File: config.mk
export PLATFORM = sky130hd
export DESIGN_NAME = aes_serial_round_ctrl
export DESIGN_NICKNAME = d
export VERILOG_FILES = /design/src/rtl/aes_ctrl_pkg.sv /design/src/rtl/aes_serial_round_ctrl_cnt.sv /design/src/rtl/aes_serial_round_ctrl.sv
export SDC_FILE = /design/constraint.sdc
export NUM_CORES = 1
export LEC_CHECK = 0
export ABC_AREA = 1
export CAP_MARGIN = 20
export CORE_UTILIZATION = 44
export CTS_CLUSTER_SIZE = 14
export DETAILED_ROUTE_END_ITERATION = 7
export GPL_ROUTABILITY_DRIVEN = 1
export HOLD_SLACK_MARGIN = 0.03
export MAX_ROUTING_LAYER = met4
export PLACE_DENSITY = 0.72
export SYNTH_ARGS = -nofsm -noshare
export SYNTH_HDL_FRONTEND = slang
export SYNTH_SLANG_ARGS = --single-unit
File: constraint.sdc
create_clock -name clk -period 1.55 [get_ports clk]
set_input_delay 0.31 -clock clk [delete_from_list [all_inputs] [get_ports clk]]
set_output_delay 0.31 -clock clk [all_outputs]
set_load 0.005 [all_outputs]
File: src/rtl/aes_ctrl_pkg.sv
// aes_ctrl_pkg: shared state encoding and sizing for the
// serial AES-128 round sequencer.
package aes_ctrl_pkg;

  localparam int AES_NR    = 10;
  localparam int AES_BEATS = 8;
  localparam int BEAT_W    = 3;
  localparam int ROUND_W   = 4;

  typedef enum logic [2:0] {
    IDLE,
    LOAD,
    SR,
    ALIGN,
    PASS,
    OUT,
    DONE
  } state_t;

  typedef struct packed {
    logic busy;
    logic done;
    logic load_phase;
    logic cipher_valid;
    logic dp_en;
    logic dp_doSR;
    logic dp_doMC;
    logic rk_next;
  } ctrl_t;

endpackage

File: src/rtl/aes_serial_round_ctrl_cnt.sv
// aes_round_beat_cnt: beat counter (wrap/clear) and
// saturating round counter for the AES round sequencer.
import aes_ctrl_pkg::*;

module aes_round_beat_cnt #(
  parameter int NR    = AES_NR,
  parameter int BEATS = AES_BEATS
) (
  input  logic               clk,
  input  logic               rst_n,
  input  logic               clr,
  input  logic               beat_inc,
  input  logic               round_clr,
  input  logic               round_inc,
  output logic [BEAT_W-1:0]  beat,
  output logic [BEAT_W-1:0]  beat_nxt,
  output logic [ROUND_W-1:0] round,
  output logic               last_beat,
  output logic               last_round
);

  logic [ROUND_W-1:0] round_nxt;

  assign last_beat  = beat == BEAT_W'(BEATS - 1);
  assign last_round = round == ROUND_W'(NR);

  always_comb begin
    beat_nxt = beat;
    if (clr)
      beat_nxt = '0;
    else if (beat_inc)
      beat_nxt = last_beat ? '0 : beat + 1'b1;
  end

  always_comb begin
    round_nxt = round;
    if (round_clr)
      round_nxt = '0;
    else if (round_inc && !last_round)
      round_nxt = round + 1'b1;
  end

  always_ff @(posedge clk or negedge rst_n) begin
    if (!rst_n) begin
      beat  <= '0;
      round <= '0;
    end else begin
      beat  <= beat_nxt;
      round <= round_nxt;
    end
  end

endmodule

File: src/rtl/aes_serial_round_ctrl.sv
// aes_serial_round_ctrl: round sequencer for the 16-bit DSbox AES-128
// datapath. Define DSBOX_ALIGN_EN to add the 1-byte ALIGN shift cycle.
import aes_ctrl_pkg::*;

module aes_serial_round_ctrl #(
  parameter int NR    = AES_NR,
  parameter int BEATS = AES_BEATS
) (
  input  logic               clk,
  input  logic               rst_n,
  input  logic               start,
  output logic               busy,
  output logic               done,
  output logic               load_phase,
  output logic               cipher_valid,
  output logic               dp_en,
  output logic               dp_doSR,
  output logic               dp_doMC,
  output logic [ROUND_W-1:0] round,
  output logic [BEAT_W-1:0]  beat,
  output logic               rk_next
);

  state_t state;
  state_t state_n;

  logic              beat_inc;
  logic              round_inc;
  logic              round_clr;
  logic              clr;
  logic              last_beat;
  logic              last_round;
  logic [BEAT_W-1:0] beat_nxt;

  ctrl_t ctrl_n;
  ctrl_t ctrl_q;

  aes_round_beat_cnt #(
    .NR    (NR),
    .BEATS (BEATS)
  ) u_cnt (
    .clk        (clk),
    .rst_n      (rst_n),
    .clr        (clr),
    .beat_inc   (beat_inc),
    .round_clr  (round_clr),
    .round_inc  (round_inc),
    .beat       (beat),
    .beat_nxt   (beat_nxt),
    .round      (round),
    .last_beat  (last_beat),
    .last_round (last_round)
  );

  always_ff @(posedge clk or negedge rst_n) begin
    if (!rst_n)
      state <= IDLE;
    else
      state <= state_n;
  end

  always_comb begin
    state_n   = state;
    beat_inc  = 1'b0;
    round_inc = 1'b0;
    unique case (state)
      IDLE: begin
        if (start)
          state_n = LOAD;
      end
      LOAD, PASS: begin
        beat_inc = 1'b1;
        if (last_beat) begin
          round_inc = 1'b1;
          state_n   = SR;
        end
      end
`ifdef DSBOX_ALIGN_EN
      SR: state_n = ALIGN;
      ALIGN: state_n = last_round ? OUT : PASS;
`else
      SR: state_n = last_round ? OUT : PASS;
`endif
      OUT: begin
        beat_inc = 1'b1;
        if (last_beat)
          state_n = DONE;
      end
      DONE: state_n = IDLE;
      default: state_n = IDLE;
    endcase
  end

  assign clr       = state_n != state;
  assign round_clr = (state_n == IDLE) || (state_n == LOAD);

  // Outputs are decoded from next state/beat so they leave a flop.
  always_comb begin
    ctrl_n              = '0;
    ctrl_n.busy         = (state_n == LOAD) || (state_n == SR) ||
                          (state_n == ALIGN) || (state_n == PASS) ||
                          (state_n == OUT);
    ctrl_n.done         = state_n == DONE;
    ctrl_n.load_phase   = state_n == LOAD;
    ctrl_n.cipher_valid = state_n == OUT;
    ctrl_n.dp_doSR      = state_n == SR;
    ctrl_n.dp_doMC      = (state_n == PASS) && !beat_nxt[0];
    ctrl_n.rk_next      = ((state_n == LOAD) || (state_n == PASS)) &&
                          (beat_nxt == BEAT_W'(BEATS - 1));
`ifdef DSBOX_ALIGN_EN
    ctrl_n.dp_en        = state_n == ALIGN;
`else
    ctrl_n.dp_en        = 1'b0;
`endif
  end

  always_ff @(posedge clk or negedge rst_n) begin
    if (!rst_n)
      ctrl_q <= '0;
    else
      ctrl_q <= ctrl_n;
  end

  assign busy         = ctrl_q.busy;
  assign done         = ctrl_q.done;
  assign load_phase   = ctrl_q.load_phase;
  assign cipher_valid = ctrl_q.cipher_valid;
  assign dp_en        = ctrl_q.dp_en;
  assign dp_doSR      = ctrl_q.dp_doSR;
  assign dp_doMC      = ctrl_q.dp_doMC;
  assign rk_next      = ctrl_q.rk_next;

endmodule
* Word level (Yosys, flattened, before mapping)
Index checks and enable logic that the tools add are counted.
Word-level totals: input bits 3, output and inout port bits 15, bits in registers 17
Operators by class: muxes and demuxes 13, reduce and logical (&&, ||, !) cells 16, add/subtract/negate cells 2, equal/unequal tests 14
Operators with widths (number):
- $eq A3 B3 Y1 const B | 7
- $mux W3 | 6
- $pmux W3 S4 | 1
- $eq A3 B2 Y1 const B | 3
- $mux W4 | 2
- $eq A3 B1 Y1 const B | 2
- $logic_not A3 Y1 | 2
- $logic_or A1 B1 Y1 | 6
- $add A4 B1 Y4 const B | 1
- $eq A4 B4 Y1 const B | 1
- $mux W1 | 4
- $add A3 B1 Y3 const B | 1
- $logic_and A1 B1 Y1 | 3
- $ne A3 B3 Y1 | 1
- $reduce_or A3 Y1 | 1
- $logic_not A1 Y1 | 2
- $reduce_bool A2 Y1 | 1
- $reduce_or A2 Y1 | 1

* Logic depth before layout (Yosys ltp)
Gate-level depths: netlist of the first run.
word-level depth 8, depth in mapped cells 11, mapped depth without buffers 11

* Hierarchy
A second synthesis of the first run with hierarchy kept.
Second synthesis, totals: cell total of the unflattened synthesis 99, area, all modules 839.6 µm²
By module, submodules not included:
- aes_serial_round_ctrl | area an instance 460.4 µm², instances 1, cells each 52
- aes_round_beat_cnt | area an instance 379.1 µm², instances 1, cells each 47

* Worst setup path before layout of the first run
Ideal clock, no wire load.
path kind register -> register, from register u_cnt.beat[0], to register ctrl_q (netlist bit dp_doMC), slack 0.077 ns, data arrival time 1.356 ns, library setup time 0.117 ns, required time 1.433 ns, path buffers 0, stages on the path, launching flop included 9, path through dfrtp_1 > ha_1 > ha_1 > nor2_1 > nand2_1 > nand2_1 > nand2_2 > o21ai_1 > inv_1
RTL lines:
- start, declared | RTL line aes_serial_round_ctrl_cnt.sv:15 | output logic [BEAT_W-1:0] beat,
- start signal, assigned | RTL line aes_serial_round_ctrl_cnt.sv:48 | beat <= beat_nxt;
- end signal, assigned | RTL line aes_serial_round_ctrl.sv:121 | ctrl_q <= ctrl_n;
- end, declared | RTL line aes_serial_round_ctrl.sv:36 | ctrl_t ctrl_q;

* Worst setup path in the final report of the first run
from register u_cnt.beat[2], to output beat[2]
RTL lines:
- end, declared | RTL line aes_serial_round_ctrl.sv:20 | output logic [BEAT_W-1:0] beat,
No word-level cell between the ends.

==> results of run 1 <==
## repair_timing
action                                  CTS  global route
resized for setup                         4             8
pin swaps                                 0             4
setup buffers                             2             4
endpoints found under the setup margin    6            11
## cell families after synthesis
family | synth area share (%)
compound gates | 8.25
fa+ha+maj | 5.69
buf+inv | 6.54
flops | 48.4
other cells | 0.426
simple gates | 30.7
## state kept, by name, summed over array words and instances (netlist names)
register      cells
done              1
state             3
cipher_valid      1
u_cnt.beat        3
load_phase        1
busy              1
u_cnt.round       4
rk_next           1
dp_doMC           1
dp_doSR           1
## per-layer routing
| layer | track usage [%] | vias up | share of wire [%] |
|---|---|---|---|
| li1 | - | 398 | - |
| met1 | 25.6 | 361 | 49 |
| met2 | 26.4 | 23 | 46 |
| met3 | 3.53 | 4 | 4.0 |
| met4 | 8.57 | 0 | 1.1 |
| met5 | - | - | 0 |
## cell type report
type | instances | area [um2]
fillers | 161 | 612
flip-flops and latches | 17 | 425
multi-input cells | 75 | 419
inverters | 13 | 50.0
clock inverters | 1 | 5.00
well taps | 25 | 31.3
clock buffers | 3 | 22.5
repair buffers | 26 | 236
## cells in the final DEF, fill, tap and decap left out, drive strengths merged
cell / netlist / routed
nand2: 27 / 27
dfrtp: 17 / 17
nor2: 17 / 17
clkdlybuf4s50: 0 / 14
inv: 12 / 12
nand3: 10 / 10
buf: 1 / 10
a21oi: 5 / 5
o21ai: 5 / 5
ha: 4 / 4
clkbuf: 0 / 3
o21bai: 2 / 2
clkinv: 1 / 2
dlygate4sd2: 0 / 2
a211oi: 1 / 1
nor3: 1 / 1
nand4: 1 / 1
and3: 1 / 1
conb: 1 / 1
## through the flow
stage / TNS [ps] / std cells
floorplan: 0 / 106
global placement: 0 / 150
detailed placement: 0 / 150
CTS: 0 / 156
global route: -33.7 / 160
finish: 0 / 160
## power by group
group | switching, mW | total, mW | internal [mW]
registers | 0 | 0.443 | 0.443
clock network | 0.139 | 0.235 | 0.0960
logic | 0.00929 | 0.0154 | 0.00607
## synth_stat cells
cell      count  share of area (%)
o21bai_1      2                1.7
nor2_4        1                1.3
nand2_1      20                8.5
ha_1          4                5.7
a21oi_1       5                2.8
inv_2         3                1.3
clkinv_2      1               0.57
nor3_1        1               0.57
nand2_4       2                2.6
nor2_2        1               0.71
nand4_1       1               0.71
nor2_1       15                6.4
a211oi_1      1               0.85
nand2_2       5                3.6
and3_1        1               0.71
dfrtp_1      17                 48
conb_1        1               0.43
inv_1         9                3.8
buf_4         1               0.85
o21ai_0       4                2.3
o21ai_1       1               0.57
nand3_1      10                5.7
## final timing paths
| path | startpoint | endpoint | slack (ps) | cells past startpoint |
|---|---|---|---|---|
| worst max register to register | u_cnt.round[1] | dp_doMC | 80 | 10 |
| worst max-delay path | u_cnt.beat[2] | beat[2] | 50 | 1 |
| min in group clk | u_cnt.round[0] | u_cnt.round[0] | 570 | 2 |
| worst min-delay path | rst_n | state[1] | 330 | 2 |
| max in group asynchronous | rst_n | load_phase | 1030 | 2 |
| worst min register to register | u_cnt.round[0] | u_cnt.round[0] | 570 | 2 |
==> results.sh, run 1 <==
export IMPL_status="complete, no violations"
export IMPL_critical_path_top_delay_family="buffers and inverters"
export IMPL_pwr_density_cell_mw_per_mm2=583
export IMPL_clock_path_buffers=2
export IMPL_gp_congestion=0.836
export IMPL_arrival_ps=1190
export IMPL_wirelength_mm=1.81
export IMPL_finalSetupViolations=0
export IMPL_p_leak_nw=0.611
export IMPL_area_delta_synth_final_pct=35.3
export IMPL_worstPathRequired_ps=1240
export IMPL_avgSynthCellArea_um2=8.30
export IMPL_crit_chain="clkdlybuf4s50_1"
export IMPL_fin_crit_ps=1500
export IMPL_port_buffers=16
export IMPL_ys_types=22
export IMPL_cp_end_kind="output port"
export IMPL_cp_num_buf_inv=1
export IMPL_die_w_um=46.7
export IMPL_rows=15
export IMPL_antenna_cells=0
export IMPL_maxSlewViolCount=0
export IMPL_grt_pass1_wl_mm=2.73
export IMPL_antenna_found_initial=0
export IMPL_cpMaxStageDelayCell="clkdlybuf4s50_1"
export IMPL_post_route_util_pct=66.0
export IMPL_hp_class="input pin to async pin"
export IMPL_dr_pass1_iters=4
export IMPL_syn_area_um2=880
export IMPL_clock_sinks=17
export IMPL_synth_nets=113
export IMPL_clk_root_buffer_cell="clkbuf_4"
export IMPL_layout_drive_gt1_share_pct=25.9
export IMPL_drv_cap=0
export IMPL_synth_ff_latch_count=17
export IMPL_first_global_vias=645
export IMPL_ys_warn_count=0
export IMPL_clk_pin_slew_worst_paths_ps=100
export IMPL_dp_hpwl_mm=1.30
export IMPL_ctsHoldBuffers=0
export IMPL_fmax_mhz=668
export IMPL_cp_max_fo=3
export IMPL_vias=786
export IMPL_grt_usage_pct=18.7
export IMPL_drt_initial_drc_count=13
export IMPL_ys_seq_area_share_pct=48.4
export IMPL_total_power_uw=694
export IMPL_critPathMaxStageDelay_ps=510
export IMPL_fin_crit_sh_pct=96.6
export IMPL_numCtsBuffers=3
export IMPL_die_area_mm2=0.00218
export IMPL_pin_count=18
export IMPL_viasPerCell=4.91
export IMPL_grt_start_max_net_pins=18
export IMPL_die_h_um=46.7
export IMPL_h_tree_depth=1
export IMPL_holdWs_ps=333
export IMPL_vdd_drop_max_mv=0.449
export IMPL_preCtsSetupSlack_ps=9.03
export IMPL_syn_instance_count=106
export IMPL_fin_skew_ps=7.37
export IMPL_fin_area_mm2=0.00119
export IMPL_insertion_delay_ps=290
export IMPL_final_nets=143
export IMPL_placed_area_mm2=0.00109
export IMPL_rsz0062_at_grt="yes"
export IMPL_coreArea_mm2=0.00180
export IMPL_tritoncts="built"
export IMPL_drcViolationCount=0
export IMPL_hold_viol=0
export IMPL_path_class="register to output port"
export IMPL_grt_ovfl_total=0
export IMPL_critical_path_startpoint_type="register"
export IMPL_start_util_pct=48.8
export IMPL_postRouteAntennaNets=0
export IMPL_setup_ws_ps=53.1
export IMPL_wl_per_cell_um=11.3
Note: power is estimated with default switching activity, not from simulation.
==> run 2: changes to the inputs <==
- CORE_UTILIZATION: 44 -> 35
- PLACE_DENSITY: 0.72 -> 0.59
==> run 2 against run 1 <==
Clock power is 3% higher. Flip-flop and latch count stayed put. Routed wire length is 3.8% higher. Critical path type unchanged. Largest cell class is now multi-input gates. Largest power group unchanged. Highest routed layer unchanged.
==> results.sh, run 2 (synthesized netlist as in run 1, its figures left out) <==
export IMPL_status="complete, no violations"
export IMPL_drt_initial_drc_count=27
export IMPL_hold_viol=0
export IMPL_h_tree_depth=1
export IMPL_layout_common_cells="18 x nand2_1, 17 x dfrtp_1, 12 x nor2_1, 12 x clkdlybuf4s50_1, 10 x buf_4"
export IMPL_path_class="register to output port"
export IMPL_ctsHoldBuffers=0
export IMPL_clock_sinks=17
export IMPL_wirelength_mm=1.88
export IMPL_placed_area_mm2=0.00111
export IMPL_dp_hpwl_mm=1.34
export IMPL_worstPathRequired_ps=1240
export IMPL_cpMaxStageDelayCell="clkdlybuf4s50_1"
export IMPL_fin_skew_ps=10.1
export IMPL_die_area_mm2=0.00272
export IMPL_antenna_found_initial=0
export IMPL_wl_per_cell_um=11.5
export IMPL_insertion_delay_ps=290
export IMPL_viasPerCell=4.96
export IMPL_gp_congestion=0.904
export IMPL_r2r_setup_slack_ps=70
export IMPL_seqPwrFrac_pct=63.3
export IMPL_grt_start_max_net_pins=18
export IMPL_crit_chain="clkdlybuf4s50_1"
export IMPL_p_leak_nw=0.607
export IMPL_fmax_mhz=670
export IMPL_first_global_vias=699
export IMPL_critical_path_top_delay_family="buffers and inverters"
export IMPL_drcViolationCount=0
export IMPL_finalSetupViolations=0
export IMPL_critPathLaunch="u_cnt.round[3]"
export IMPL_rsz0062_at_grt="yes"
export IMPL_reg_top3="u_cnt.round: 4 flops, state: 3 flops, u_cnt.beat: 3 flops"
export IMPL_cp_max_fo=3
export IMPL_rows=17
export IMPL_grt_ovfl_total=0
export IMPL_layout_commonest_cell="nand2_1"
export IMPL_critPathMaxStageDelay_ps=510
export IMPL_rr_startpoint="u_cnt.beat[0]"
export IMPL_combPwrFrac_pct=2.2
export IMPL_n_fill_cell=226
export IMPL_cp_end_kind="output port"
export IMPL_pin_count=18
export IMPL_numCtsBuffers=3
export IMPL_vias=808
export IMPL_dr_pass1_iters=4
export IMPL_fin_crit_sh_pct=96.4
export IMPL_fin_area_mm2=0.00120
export IMPL_r2r_cells=8
export IMPL_pwr_share_clk_pct=34.5
export IMPL_area_delta_synth_final_pct=36.6
export IMPL_vdd_drop_max_mv=0.311
export IMPL_clk_root_buffer_cell="clkbuf_4"
export IMPL_coreArea_mm2=0.00230
export IMPL_start_util_pct=38.3
export IMPL_die_w_um=52.1
export IMPL_pwr_density_cell_mw_per_mm2=583
export IMPL_largest_register="u_cnt.round"
export IMPL_tritoncts="built"
export IMPL_critical_path_startpoint_type="register"
export IMPL_port_buffers=16
export IMPL_drv_cap=0
export IMPL_final_nets=143
export IMPL_rr_endpoint="dp_doMC"
export IMPL_cp_num_buf_inv=1
export IMPL_clock_path_buffers=2
export IMPL_power_internal_uw=549
export IMPL_maxSlewViolCount=0
export IMPL_hp_class="input pin to async pin"
export IMPL_p_switching_uw=151
export IMPL_largest_reg_flops=4
export IMPL_antenna_cells=0
export IMPL_layout_drive_gt1_share_pct=26.7
export IMPL_die_h_um=52.1
export IMPL_grt_pass1_wl_mm=3.02
export IMPL_postRouteAntennaNets=0
export IMPL_post_route_util_pct=52.3
export IMPL_clk_pin_slew_worst_paths_ps=110
export IMPL_fin_crit_ps=1490
export IMPL_swShare_pct=21.6
export IMPL_arrival_ps=1180
export IMPL_grt_usage_pct=15.6
## run 2: changes by cell type in the layout (fill, tap and decap cells not counted), sizes merged
cell / before / now
clkbuf: 3 / 4
clkdlybuf4s50: 14 / 12
clkinv: 2 / 1
dlygate4sd2: 2 / 4
## run 2: area by class of cell
type	count	area, um2	share of cell area (%)
clock buffer	4	26.3	2.19
inverter	13	52.6	4.38
multi-input combinational	75	432	35.9
sequential	17	425	35.4
tap	28	35.0	2.92
timing repair buffer	26	230	19.2
## run 2: routing by layer
metal / GRT usage [%] / wire length (um) / vias to the layer above
li1: - / - / 395
met1: 21.5 / 886 / 375
met2: 22.4 / 862 / 31
met3: 2.63 / 95 / 7
met4: 6.58 / 31 / 0
met5: - / 0 / -
## run 2: what timing repair did
action	CTS	global route
endpoints found under the setup margin	6	11
setup buffers	1	3
gates resized for setup	5	12
pin swaps	0	4
## run 2: how the worst max path moves through the flow
stage                           to  slack, ps  depth (start not counted)
CTS                       round[2]         10                          1
finish                    round[3]         60                          1
detailed placement  u_cnt.round[0]          6                          8
floorplan                  dp_doMC         80                          8
global route               rk_next        -10                          8
global placement           dp_doMC         30                          8
## run 2: power groups by stage
| stage | Sequential (mW) | Clock [mW] | Combinational, mW |
|---|---|---|---|
| 2_1_floorplan | 0.452 | 0 | 0.00236 |
| 3_3_place_gp | 0.452 | 0 | 0.0162 |
| 3_5_place_dp | 0.452 | 0 | 0.0166 |
| 4_1_cts | 0.443 | 0.245 | 0.0165 |
| 5_1_grt | 0.443 | 0.264 | 0.0186 |
| 6_report | 0.443 | 0.242 | 0.0156 |
## run 2: through the flow
step | std cells | setup WS (ps) | setup TNS, ps | hold slack [ps] | total power [mW]
4_1_cts | 160 | 11.4 | 0 | 333 | 0.705
3_3_place_gp | 155 | 29.7 | 0 | 564 | 0.468
2_1_floorplan | 106 | 77.3 | 0 | 14.4 | 0.454
3_5_place_dp | 155 | 5.75 | 0 | 568 | 0.468
6_report | 163 | 56.5 | 0 | 321 | 0.701
5_1_grt | 163 | -13.1 | -27.3 | 371 | 0.726
==> variant (config.mk and constraints of run 2) <==
The option `DSBOX_ALIGN_EN` is turned on by a define.
--- a/src/rtl/aes_serial_round_ctrl.sv
+++ b/src/rtl/aes_serial_round_ctrl.sv
@@ -2,2 +2,4 @@
 // datapath. Define DSBOX_ALIGN_EN to add the 1-byte ALIGN shift cycle.
+`define DSBOX_ALIGN_EN
+
 import aes_ctrl_pkg::*;
Function: no difference found for any inputs over 10 cycles, from zero or initial values and one cycle with rst_n low; that may be too few to reach the edited logic, so the function may still have changed.
==> variant against run 2 <==
- sequential power grew 5.9%
- synthesized area grew 4.1%
- clock skew shrank 0.0043 ns
- sequential cell count grew 1
- first-iteration DRC count shrank 56%
- critical endpoint is now busy$_DFF_PN0_
- routed wire length grew 2.0%
- synthesized cell count grew 1.9%
- power grew 10%
- highest routed layer is now met3
- design area grew 9.5%
- fmax shrank 1.8%
- final cell count grew 5.5%
- global-route usage is essentially flat
- setup slack lost 0.027 ns
==> variant: results (changes against run 2) <==
| Metric | Value |
|---|---|
| DR WL met3 | `82 um (-14%)` |
| Status | `completed` |
| Clock network area share | `2.759% (+0.57 points)` |
| Met1 GRT Util | `18.09% (-3.4 points)` |
| Synth area leaders | `dfrtp_1, nand2_1, inv_1` |
| Post-CTS Resized | `7 (+2)` |
| Fin nets | `150 (+4.9%)` |
| R2R depth | `9 (+1)` |
| Launch point of the worst path | `u_cnt.beat[1]$_DFF_PN0_` |
| Worst path arrival time | `1.71 ns (+0.53 ns)` |
| DRT iter0 DRCs | `12 (-56%)` |
| Max stage delay on crit path | `0.41 ns (-0.10 ns)` |
| Netlist cell types | `20 (-9.1%)` |
| Syn avg cell area | `8.480 sq um (+2.2%)` |
| I/O Buffers | `17 (+1)` |
| Post-synthesis adder-cell area fraction | `5.464% (-0.23 points)` |
| Pwr Density | `587.7 nW/um^2 (+0.78%)` |
| Avg WL per Cell | `11.13 um (-3.3%)` |
| Met2 usage | `26.79% (+4.4 points)` |
| Layout Cells excl Fill | `172 (+5.5%)` |
| Multi-input logic portion of the cell area | `34.16% (-1.8 points)` |
| Vias | `787 (-2.6%)` |
| Pin count of the biggest net entering global routing | `19 (+1)` |
| Worst Skew | `0.005811 ns (-0.004264 ns)` |
| FF-to-FF setup slack | `0.03 ns (-0.04 ns)` |
| Top Metal Used | `met3` |
| Worst path top cell family by delay | `flip-flops` |
| VDD IR max | `654.6 uV (+110%)` |
| Xor-xnor portion of the synthesized cell area | `1.913% (+1.9 points)` |
| Crit-path slowest cell | `dfrtp_1` |
| Syn_nets | `115 (+1.8%)` |
| First-pass GRT wire length | `3084 um (+2.3%)` |
| Gpl congestion | `0.7450 (-18%)` |
| Dpl cell area | `1169 sq um (+5.1%)` |
| # fillers | `235 (+4.0%)` |
| Bufs w/o clock | `30 (+15%)` |
| Commonest cells post-synth | `nand2_1, dfrtp_1, inv_1` |
==> variant: cells by family (layout without fill, tap and decap cells) <==
| logic type | count (synthesis) | after routing |
|---|---|---|
| flip-flops | 18 | 18 |
| AO/OA/AOI/OAI | 8 | 8 |
| XOR/XNOR | 2 | 2 |
| adder cells (fa/ha/maj) | 4 | 4 |
| AND/OR/NAND/NOR | 57 | 57 |
| buffers and inverters | 19 | 53 |
==> variant: through the flow <==
| stage | setup TNS (ns) | hold WS [ns] |
|---|---|---|
| after floorplan | 0 | 0.01441 |
| after global placement | 0 | 0.5656 |
| after detailed placement | -0.2099 | 0.5730 |
| after CTS | 0 | 0.3344 |
| after global routing | -0.1639 | 0.3532 |
| final | 0 | 0.3377 |
==> variant: report_power, final <==
group          switching (mW)  total [mW]  internal [mW]
Sequential                  0       0.469          0.469
Clock                   0.144       0.287          0.143
Combinational         0.00998      0.0162        0.00624
Total                   0.154       0.773          0.619
